===== config.mk =====
export PLATFORM = sky130hd
export DESIGN_NAME = keypad_matrix_scanner
export DESIGN_NICKNAME = d
export VERILOG_FILES = /design/src/rtl/keypad_pkg.sv /design/src/rtl/keypad_col_scan.sv /design/src/rtl/keypad_matrix_scanner.sv
export SDC_FILE = /design/constraint.sdc
export NUM_CORES = 1
export LEC_CHECK = 0
export ABC_AREA = 1
export ABC_CLOCK_PERIOD_IN_PS = 4300
export BUFFER_PORTS_ARGS = -buffer_cell sky130_fd_sc_hd__buf_2
export CAP_MARGIN = 25
export CORE_MARGIN = 2
export CORE_UTILIZATION = 35
export DETAILED_ROUTE_END_ITERATION = 12
export MAX_ROUTING_LAYER = met4
export SLEW_MARGIN = 40
export SYNTH_ARGS = -nofsm -noshare
export SYNTH_HDL_FRONTEND = slang
export SYNTH_SLANG_ARGS = --single-unit

===== constraint.sdc =====
create_clock -name clk -period 4.3 [get_ports clk]
set_input_delay 0.86 -clock clk [delete_from_list [all_inputs] [get_ports clk]]
set_output_delay 0.86 -clock clk [all_outputs]
set_load 0.01 [all_outputs]

===== src/rtl/keypad_pkg.sv =====
// keypad_pkg
//   Types and helpers shared by the keypad matrix scanner.
//   - kp_state_e : debounce/repeat FSM states
//   - kp_cnt_t   : saturating per-frame key count (0, 1, or "2 or more")
//   - kp_width() : bit width of an index into n items (at least 1)
package keypad_pkg;

  typedef enum logic [1:0] {
    ST_IDLE = 2'd0,
    ST_CAND = 2'd1,
    ST_HELD = 2'd2,
    ST_REL  = 2'd3
  } kp_state_e;

  typedef logic [1:0] kp_cnt_t;

  localparam kp_cnt_t CNT_NONE  = 2'd0;
  localparam kp_cnt_t CNT_ONE   = 2'd1;
  localparam kp_cnt_t CNT_MULTI = 2'd2;

  function automatic int kp_width(input int n);
    if (n < 2) return 1;
    return $clog2(n);
  endfunction

endpackage


===== src/rtl/keypad_col_scan.sv =====
// keypad_col_scan
//   Column scan timebase. A dwell counter runs 0..SCAN_DIV-1 and then the
//   one-hot column drive rotates left, wrapping the last column to column 0.
// Ports
//   clk         in   system clock
//   reset       in   asynchronous, active-high
//   col_drive   out  one-hot active-high column drive
//   col_idx     out  binary index of the driven column
//   sample_stb  out  high on the last dwell cycle of every column
//   frame_end   out  high on the last dwell cycle of the last column
module keypad_col_scan
  import keypad_pkg::*;
#(
  parameter  int N_COLS   = 4,
  parameter  int SCAN_DIV = 1000,
  localparam int CW       = kp_width(N_COLS)
) (
  input  logic              clk,
  input  logic              reset,
  output logic [N_COLS-1:0] col_drive,
  output logic [CW-1:0]     col_idx,
  output logic              sample_stb,
  output logic              frame_end
);

  localparam int DVW = kp_width(SCAN_DIV);

  logic [DVW-1:0]    dwell_q, dwell_d;
  logic [CW-1:0]     col_idx_q, col_idx_d;
  logic [N_COLS-1:0] col_drive_q, col_drive_d;
  logic              last_dwell;

  always_comb begin
    last_dwell  = (dwell_q == DVW'(SCAN_DIV - 1));
    dwell_d     = dwell_q + DVW'(1);
    col_idx_d   = col_idx_q;
    col_drive_d = col_drive_q;
    if (last_dwell) begin
      dwell_d     = '0;
      col_idx_d   = (col_idx_q == CW'(N_COLS - 1)) ? '0 : col_idx_q + CW'(1);
      col_drive_d = (col_drive_q << 1) | (col_drive_q >> (N_COLS - 1));
    end
  end

  always_ff @(posedge clk or posedge reset) begin
    if (reset) begin
      dwell_q     <= '0;
      col_idx_q   <= '0;
      col_drive_q <= N_COLS'(1);
    end else begin
      dwell_q     <= dwell_d;
      col_idx_q   <= col_idx_d;
      col_drive_q <= col_drive_d;
    end
  end

  assign col_drive  = col_drive_q;
  assign col_idx    = col_idx_q;
  assign sample_stb = last_dwell;
  assign frame_end  = last_dwell && (col_idx_q == CW'(N_COLS - 1));

endmodule


===== src/rtl/keypad_matrix_scanner.sv =====
// keypad_matrix_scanner
//   Scans a row/column key matrix, debounces one key at a time, rejects
//   multi-key frames and optionally auto-repeats a held key.
// Ports
//   clk        in   system clock
//   reset      in   asynchronous, active-high
//   col_drive  out  one-hot active-high column drive
//   row_sense  in   active-high row returns, asynchronous to clk
//   key_code   out  row*N_COLS+col of the last accepted key
//   key_valid  out  one-cycle pulse per accepted press and per repeat
//   key_held   out  high while the accepted key is debounced-pressed
//   multi_key  out  high after a frame with more than one key pressed
//
// state   | meaning
// --------+---------------------------------------------------------
// ST_IDLE | no key accepted, waiting for a single-key frame
// ST_CAND | single key seen, counting identical frames (dbc)
// ST_HELD | key accepted, counting frames for auto-repeat (rep)
// ST_REL  | accepted key gone, counting empty frames (rdc)
module keypad_matrix_scanner
  import keypad_pkg::*;
#(
  parameter  int N_ROWS          = 4,
  parameter  int N_COLS          = 4,
  parameter  int SCAN_DIV        = 1000,
  parameter  int DEBOUNCE_FRAMES = 4,
  parameter  int REPEAT_FRAMES   = 0,
  localparam int KW              = kp_width(N_ROWS * N_COLS)
) (
  input  logic              clk,
  input  logic              reset,
  output logic [N_COLS-1:0] col_drive,
  input  logic [N_ROWS-1:0] row_sense,
  output logic [KW-1:0]     key_code,
  output logic              key_valid,
  output logic              key_held,
  output logic              multi_key
);

  localparam int NK = N_ROWS * N_COLS;
  localparam int CW = kp_width(N_COLS);
  localparam int DW = kp_width(DEBOUNCE_FRAMES + 1);
  localparam int RW = kp_width(REPEAT_FRAMES + 1);

  logic [CW-1:0] col_idx;
  logic          sample_stb;
  logic          frame_end;

  keypad_col_scan #(
    .N_COLS   (N_COLS),
    .SCAN_DIV (SCAN_DIV)
  ) u_col_scan (
    .clk        (clk),
    .reset      (reset),
    .col_drive  (col_drive),
    .col_idx    (col_idx),
    .sample_stb (sample_stb),
    .frame_end  (frame_end)
  );

  logic [N_ROWS-1:0] sync1_q, sync1_d, sync2_q, sync2_d;
  logic [NK-1:0]     frame_q, frame_d;
  logic              eval_q, eval_d;
  kp_state_e         state_q, state_d;
  logic [DW-1:0]     dbc_q, dbc_d;
  logic [DW-1:0]     rdc_q, rdc_d;
  logic [RW-1:0]     rep_q, rep_d;
  logic [KW-1:0]     cand_q, cand_d;
  logic [KW-1:0]     key_code_q, key_code_d;
  logic              key_valid_q, key_valid_d;
  logic              key_held_q, key_held_d;
  logic              multi_q, multi_d;

  kp_cnt_t           cnt;
  logic [KW-1:0]     code;

  // Every sample overwrites its whole column, so the bitmap needs no clear
  // between frames and is stable during the evaluation cycle.
  always_comb begin
    sync1_d = row_sense;
    sync2_d = sync1_q;
    frame_d = frame_q;
    eval_d  = frame_end;
    if (sample_stb) begin
      for (int c = 0; c < N_COLS; c++) begin
        if (col_idx == CW'(c)) begin
          for (int r = 0; r < N_ROWS; r++) begin
            frame_d[r*N_COLS + c] = sync2_q[r];
          end
        end
      end
    end
  end

  // Saturating key count; code is the lowest set index, only meaningful for one key.
  always_comb begin
    cnt  = CNT_NONE;
    code = '0;
    for (int k = 0; k < NK; k++) begin
      if (frame_q[k]) begin
        if (cnt == CNT_NONE) begin
          cnt  = CNT_ONE;
          code = KW'(k);
        end else begin
          cnt  = CNT_MULTI;
        end
      end
    end
  end

  always_comb begin
    state_d     = state_q;
    dbc_d       = dbc_q;
    rdc_d       = rdc_q;
    rep_d       = rep_q;
    cand_d      = cand_q;
    key_code_d  = key_code_q;
    key_valid_d = 1'b0;
    key_held_d  = key_held_q;
    multi_d     = multi_q;

    if (eval_q) begin
      if (cnt == CNT_MULTI)     multi_d = 1'b1;
      else if (cnt == CNT_NONE) multi_d = 1'b0;

      case (state_q)
        ST_IDLE: begin
          if (cnt == CNT_ONE) begin
            if (DEBOUNCE_FRAMES <= 1) begin
              state_d     = ST_HELD;
              key_code_d  = code;
              key_valid_d = 1'b1;
              key_held_d  = 1'b1;
              rep_d       = '0;
            end else begin
              state_d = ST_CAND;
              dbc_d   = DW'(1);
              cand_d  = code;
            end
          end
        end

        ST_CAND: begin
          if (cnt == CNT_ONE && code == cand_q) begin
            if (int'(dbc_q) + 1 >= DEBOUNCE_FRAMES) begin
              state_d     = ST_HELD;
              key_code_d  = cand_q;
              key_valid_d = 1'b1;
              key_held_d  = 1'b1;
              rep_d       = '0;
            end else begin
              dbc_d = dbc_q + DW'(1);
            end
          end else if (cnt == CNT_ONE) begin
            dbc_d  = DW'(1);
            cand_d = code;
          end else begin
            state_d = ST_IDLE;
          end
        end

        ST_HELD: begin
          if (cnt == CNT_ONE && code == key_code_q) begin
            if (REPEAT_FRAMES > 0) begin
              if (int'(rep_q) + 1 >= REPEAT_FRAMES) begin
                rep_d       = '0;
                key_valid_d = 1'b1;
              end else begin
                rep_d = rep_q + RW'(1);
              end
            end
          end else if (cnt == CNT_NONE && DEBOUNCE_FRAMES <= 1) begin
            state_d    = ST_IDLE;
            key_held_d = 1'b0;
          end else begin
            state_d = ST_REL;
            rdc_d   = DW'(1);
          end
        end

        ST_REL: begin
          if (cnt == CNT_NONE) begin
            if (int'(rdc_q) + 1 >= DEBOUNCE_FRAMES) begin
              state_d    = ST_IDLE;
              key_held_d = 1'b0;
            end else begin
              rdc_d = rdc_q + DW'(1);
            end
          end else if (cnt == CNT_ONE && code == key_code_q) begin
            // Contact bounce on release: resume holding without a new press.
            state_d = ST_HELD;
            rep_d   = '0;
          end else begin
            rdc_d = DW'(1);
          end
        end

        default: state_d = ST_IDLE;
      endcase
    end
  end

  always_ff @(posedge clk or posedge reset) begin
    if (reset) begin
      sync1_q     <= '0;
      sync2_q     <= '0;
      frame_q     <= '0;
      eval_q      <= 1'b0;
      state_q     <= ST_IDLE;
      dbc_q       <= '0;
      rdc_q       <= '0;
      rep_q       <= '0;
      cand_q      <= '0;
      key_code_q  <= '0;
      key_valid_q <= 1'b0;
      key_held_q  <= 1'b0;
      multi_q     <= 1'b0;
    end else begin
      sync1_q     <= sync1_d;
      sync2_q     <= sync2_d;
      frame_q     <= frame_d;
      eval_q      <= eval_d;
      state_q     <= state_d;
      dbc_q       <= dbc_d;
      rdc_q       <= rdc_d;
      rep_q       <= rep_d;
      cand_q      <= cand_d;
      key_code_q  <= key_code_d;
      key_valid_q <= key_valid_d;
      key_held_q  <= key_held_d;
      multi_q     <= multi_d;
    end
  end

  assign key_code  = key_code_q;
  assign key_valid = key_valid_q;
  assign key_held  = key_held_q;
  assign multi_key = multi_q;

endmodule


[Yosys cells after proc, flatten, opt, wreduce, memory -nomap -nowiden]
Index checks and enable logic that the tools add are counted.
Storage, ports and cells
  register bits: 60
  bits of input ports: 6
  logic and storage cells: 181
  output and inout port bits: 11
Operators by class
  eq/ne operators: 24
  $add $sub $neg: 6
  bitwise logic cells: 1
  mux-type cells: 94
  reduce and logical (&&, ||, !) cells: 36
  order comparisons: 2
Operators with widths (number)
  $mux W4: 30
  $mux W2: 39
  $logic_not A2 Y1: 18
  $mux W3: 6
  $ne A3 B3 Y1 const B: 6
  $ne A2 B2 Y1 const B: 7
  $mux W1: 13
  $pmux W3 S2: 2
  $add A10 B1 Y10 const B: 1
  $eq A10 B10 Y1 const B: 1
  $eq A2 B2 Y1 const B: 5
  $mux W10: 1
  $reduce_and A2 Y1: 5
  $reduce_and A3 Y1: 3
  $add A3 B1 Y4 const B: 2
  $eq A4 B4 Y1: 2
  $ge A4 B3 Y1 const B: 2
  $pmux W2 S4: 1
  $pmux W4 S2: 1
  $reduce_bool A2 Y1: 4
  $reduce_and A7 Y1: 1
  $add A3 B1 Y3 const B: 2
  $eq A2 B1 Y1 const B: 3
  $reduce_and A6 Y1: 1
  other kinds (5): 7

[Longest topological paths before layout]
  depth in word-level cells: 51
  mapped depth: 37
  depth with buffers taken out: 37

[By module]
A second synthesis with hierarchy kept.
Second synthesis, totals
  cell total of the unflattened synthesis: 509
  area total of the unflattened synthesis: 3772.4 um^2
Modules (own cells, without submodules)
  keypad_matrix_scanner: instances 1, area an instance 2940.3 um^2, cells an instance 403, sequential area each 1101.1 um^2
  keypad_col_scan: instances 1, area an instance 832.0 um^2, cells an instance 106, sequential area each 401.6 um^2

[Worst setup path before layout]
OpenSTA, ideal clock, no wires.
  path kind: reg-to-reg
  start point: register frame_q[0]
  end point: register cand_q[2]
  slack: 1192 ps
  stages on the path, launching flop included: 31
  data arrival time: 2991 ps
  buffers on the path: 0
  library setup time: 117 ps
  period minus slack after synthesis: 3108 ps
  required time: 4183 ps
  cell sequence: dfrtp_1 inv_1 ha_1 nand2_1 nand2_2 nor2_4 nand2_2 nand2_4 inv_2 nand3_2 nand3_2 nand3_2 nand2_2 inv_2 nand4_4 nor3_2 nand2_1 nand2_2 nand3_2 nor2_2 nand3_2 nand2_2 nand2_1 nand2_2 nand3_4 inv_2 nand2_2 nand2_2 nand2_4 nand3b_1 nand2_1
Between the ends
  longest elaborated chain between the ends: 50
  elaborated cells on any way between the ends: 84
  those cells by class: 3 x eq/ne; 64 x mux; 17 x reduce/logical
Ends and longest elaborated chain
  from (decl): RTL line keypad_matrix_scanner.sv:62  | logic [NK-1:0] frame_q, frame_d;
  from (signal assigned): RTL line keypad_matrix_scanner.sv:221  | frame_q <= frame_d;
  $mux W1 (*): RTL line keypad_matrix_scanner.sv:100  | if (frame_q[k]) begin
  $logic_not A2 Y1: RTL line keypad_matrix_scanner.sv:101  | if (cnt == CNT_NONE) begin
  $mux W2: RTL line keypad_matrix_scanner.sv:101
  $mux W2: RTL line keypad_matrix_scanner.sv:100
  $logic_not A2 Y1: RTL line keypad_matrix_scanner.sv:101
  $mux W2: RTL line keypad_matrix_scanner.sv:101
  $mux W2: RTL line keypad_matrix_scanner.sv:100
  $logic_not A2 Y1: RTL line keypad_matrix_scanner.sv:101
  (+34 left out)
  $mux W2: RTL line keypad_matrix_scanner.sv:100
  $logic_not A2 Y1: RTL line keypad_matrix_scanner.sv:101
  $mux W2 / $mux W4 (equally long branches): RTL line keypad_matrix_scanner.sv:101
  $mux W2 / $mux W4 (equally long branches): RTL line keypad_matrix_scanner.sv:100
  $eq A2 B1 Y1 / $eq A4 B4 Y1 (equally long branches): RTL line keypad_matrix_scanner.sv:128, keypad_matrix_scanner.sv:144, keypad_matrix_scanner.sv:154
  $mux W4 / $logic_and A1 B1 Y1 (equally long branches): RTL line keypad_matrix_scanner.sv:154, keypad_matrix_scanner.sv:144
  $mux W4 / $ne A2 B2 Y1 (equally long branches)
  $pmux W4 S2 / $reduce_and A3 Y1 (equally long branches)
  to (signal assigned): RTL line keypad_matrix_scanner.sv:227  | cand_q <= cand_d;
  to (decl): RTL line keypad_matrix_scanner.sv:68  | logic [KW-1:0] cand_q, cand_d;
Mark *: on every way between the ends. The rest lies on a longest branch, timed or not. The select of a mux whose other input is x is not followed.
A chain may end at the register's enable or synchronous reset.

[Worst setup path in the final report]
  start point: register frame_q[1]
  end point: register cand_q[3]
Between the ends
  longest elaborated chain between the ends: 47
  elaborated cells on any way between the ends: 80
  those cells by class: 3 x eq/ne; 61 x mux; 16 x reduce/logical
Ends and longest elaborated chain (RTL line)
  $mux W2: keypad_matrix_scanner.sv:100
  $logic_not A2 Y1: keypad_matrix_scanner.sv:101
  $mux W2: keypad_matrix_scanner.sv:101
  $mux W2: keypad_matrix_scanner.sv:100
  $logic_not A2 Y1: keypad_matrix_scanner.sv:101
  $mux W2: keypad_matrix_scanner.sv:101
  $mux W2: keypad_matrix_scanner.sv:100
  $logic_not A2 Y1: keypad_matrix_scanner.sv:101
  (+31 left out)
  $mux W2: keypad_matrix_scanner.sv:100
  $logic_not A2 Y1: keypad_matrix_scanner.sv:101
  $mux W2 / $mux W4 (equally long branches): keypad_matrix_scanner.sv:101
  $mux W2 / $mux W4 (equally long branches): keypad_matrix_scanner.sv:100
  $eq A2 B1 Y1 / $eq A4 B4 Y1 (equally long branches): keypad_matrix_scanner.sv:128, keypad_matrix_scanner.sv:144, keypad_matrix_scanner.sv:154
  $mux W4 / $logic_and A1 B1 Y1 (equally long branches): keypad_matrix_scanner.sv:154, keypad_matrix_scanner.sv:144
  $mux W4 / $ne A2 B2 Y1 (equally long branches)
  $pmux W4 S2 / $reduce_and A3 Y1 (equally long branches)
Several ways; a longest one is shown, not always the timed one. The select of a mux whose other input is x is not followed.

==> metrics <==
worst clock skew 0.0115 ns; Netlist cell types 38; share of cells above drive strength 1 17.7%; I/O Buffers 16; Die Wd 108 um; sequential element share of the synthesized area 39.7%; WL/cell 11.4 um; Synthesis Warnings 0; CTS clk-pin slew, worst paths 0.08 ns; commonest non-fill, non-tap cell in the layout nand2_1; Worst Setup Start Kind flop; number of flops mapped to enable cells by yosys 0; net switching power 261 uW; final hold violations 0; Synth Flop Type dfrtp_1; Logic pwr share 1.3%; clock buffer depth 2; vias in the first global route 3087; crit share post-route 85.7%; Ports 17; CTS tree yes; Leak 0.00225 uW; register bit count reported by yosys 60; ys async rst share 100%; post-layout total power 1160 uW; WP data arrival 3.92 ns; RSZ-0062 raised after global routing false; Synth Net Count 527; final wirelength 7720 um; Slew @ Worst Pin 0.577 ns; area grow syn2layout 12.7%; Num CTS Buffers 9; Die Area 0.0117 sq mm; Setup TNS 0 ns; Hold Path Class reg -> reg; max-slew violation count 0; Die Height 108 um; most frequent cells in the layout 155 x nand2_1, 66 x inv_1, 59 x dfrtp_1, 33 x nor2_1, 33 x nand3_1; placed insts 662; gr usage total 15.3%; final core occ 40.9%; Sequential Power Share 49.0%; VDD IR-drop max 0.196 mV; Fmax 0.271 GHz; crit path max fanout 5; max_cap viols 0; Starting Density 36.3%; # setup viols final 0; Hold-fix buffers, CTS 0; Synth Instances 510; Skew-Pair Late Insertion Delay 0.35 ns; Ant. Diodes 0; initial drt markers 140; fin nets 554; Internal Power 900 uW; DPL Wire Length 5950 um; vias per inst 4.69; Power Density 272 mW/mm^2; H-tree levels 3; Max-slew headroom 61.1%; clock share of power 49.7%; core area 0.0104 sq mm; Pre-Repair DR Iteration Count 4; Root Driver clkbuf_8; critical path required time 4.53 ns; Sw Ratio 22.5%; # resized after CTS 0; Clock Sinks 60; floorplan row count 37; via count 3181; pin count of the biggest net entering global routing 43; global-route wire length before repair 13900 um; Mapped Avg Cell Area 7.42 sq um; GPL Wtd Cong 0.881; fin crit period 3.69 ns; Final ANT Viol Nets 0; DRC viols 0; WS Path Type reg -> reg; aggregate global routing overflow 0; Post-Syn Area 0.00378 sq mm; Setup Buffers After CTS 0; antenna violations before repair 0; outcome finished clean; crit end category flop; Finished Layout Cells 678
==> worst max-delay path: stages (launching register included) <==
cell	delay (ns)
dfrtp_1	0.41
inv_1	0.08
ha_1	0.29
inv_1	0.08
nand2_1	0.08
nand2_1	0.07
o21ai_1	0.08
a21oi_4	0.19
nand4_2	0.17
nor2_2	0.16
inv_2	0.08
nand2_2	0.07
inv_2	0.04
nand4_4	0.07
nor2_1	0.05
nand2_1	0.12
inv_1	0.07
nor4_1	0.39
nand2_1	0.25
xor2_2	0.22
nand3_4	0.11
inv_2	0.05
nand2_2	0.05
nand2_2	0.07
nand2_4	0.11
nand2_4	0.07
nand2_1	0.07
nand2_1	0.05
==> metrics by stage <==
| stage | hold WS (ns) | area [sq um] | worst slack, ns |
|---|---|---|---|
| after floorplan | 0.331 | 3780 | 1.19 |
| after global placement | 0.336 | 4040 | 0.759 |
| after detailed placement | 0.335 | 4040 | 0.660 |
| after CTS | 0.351 | 4270 | 0.616 |
| after global routing | 0.359 | 4270 | 0.189 |
| final | 0.351 | 4270 | 0.614 |
==> cells by family (layout without fill, tap and decap cells) <==
logic type | count (synthesis) | in the layout | synth area share (%)
flip-flops | 60 | 60 | 39.7
XOR/XNOR | 8 | 8 | 2.05
AO/OA/AOI/OAI | 59 | 59 | 8.63
AND/OR/NAND/NOR | 288 | 288 | 37.6
buffers and inverters | 84 | 116 | 8.36
adder cells (fa/ha/maj) | 11 | 11 | 3.64
==> power groups by stage <==
| stage | Sequential, uW | Combinational, uW | Clock, uW |
|---|---|---|---|
| after floorplan | 580 | 9.31 | 0 |
| after global placement | 580 | 15.9 | 0 |
| after detailed placement | 580 | 16.6 | 0 |
| after CTS | 569 | 16.5 | 597 |
| after global routing | 569 | 19.0 | 614 |
| final | 569 | 15.4 | 577 |
==> final cells by class <==
| cell class | instances | area (sq um) |
|---|---|---|
| timing repair buffer | 17 | 87.6 |
| tap | 136 | 170 |
| clock inverter | 7 | 100 |
| clock buffer | 9 | 124 |
| multi-input combinational | 366 | 1970 |
| sequential | 60 | 1500 |
| fill | 1080 | 6150 |
| inverter | 83 | 315 |
==> metal layers <==
metal  vias to the layer above  GRT usage (%)  wire, um
met1                      1436           19.7      3820
met5                         -              -         0
met2                        53           23.8      3440
li1                       1674              -         -
met3                        18           2.77       283
met4                         0           6.14       174
==> synthesized netlist by cell type (3+ instances only) <==
library cell | number | area (sq um)
nand2_4 | 4 | 45.0
xor2_1 | 6 | 52.6
nor2_1 | 33 | 124
o21ai_0 | 27 | 135
nand3b_1 | 3 | 22.5
nand3_1 | 33 | 165
inv_1 | 67 | 251
o21ai_1 | 11 | 55.1
nand3_2 | 12 | 120
clkinv_1 | 4 | 15.0
nor3_1 | 6 | 30.0
inv_2 | 11 | 41.3
a21oi_1 | 13 | 65.1
nor2_2 | 5 | 31.3
nand2_1 | 155 | 582
nor2_4 | 3 | 33.8
nand4_1 | 10 | 62.6
dfrtp_1 | 59 | 1480
nand2_2 | 15 | 93.8
ha_1 | 11 | 138
==> sequential cells by signal, indices dropped and copies added (netlist names), 2 cells and up <==
signal                cells
frame_q                  16
dbc_q                     3
u_col_scan.col_idx        2
key_code                  4
u_col_scan.dwell_q       10
u_col_scan.col_drive      4
cand_q                    4
rdc_q                     3
sync2_q                   4
sync1_q                   4
state_q                   2
==> path summary, 6_finish.rpt <==
kind	from	endpoint	slack, ns	depth (start not counted)
max	frame_q[1]$_DFFE_PP0P_	cand_q[3]$_DFFE_PP0P_	0.61	27
min in group asynchronous	reset	key_held$_DFFE_PP0P_	0.55	2
max in group asynchronous	reset	cand_q[1]$_DFFE_PP0P_	3.09	3
min	sync1_q[3]$_DFF_PP0_	sync2_q[3]$_DFF_PP0_	0.35	0
max reg2reg	frame_q[1]$_DFFE_PP0P_	cand_q[3]$_DFFE_PP0P_	0.61	27
min reg2reg	sync1_q[3]$_DFF_PP0_	sync2_q[3]$_DFF_PP0_	0.35	0
Power figures use the tool's default switching activity.
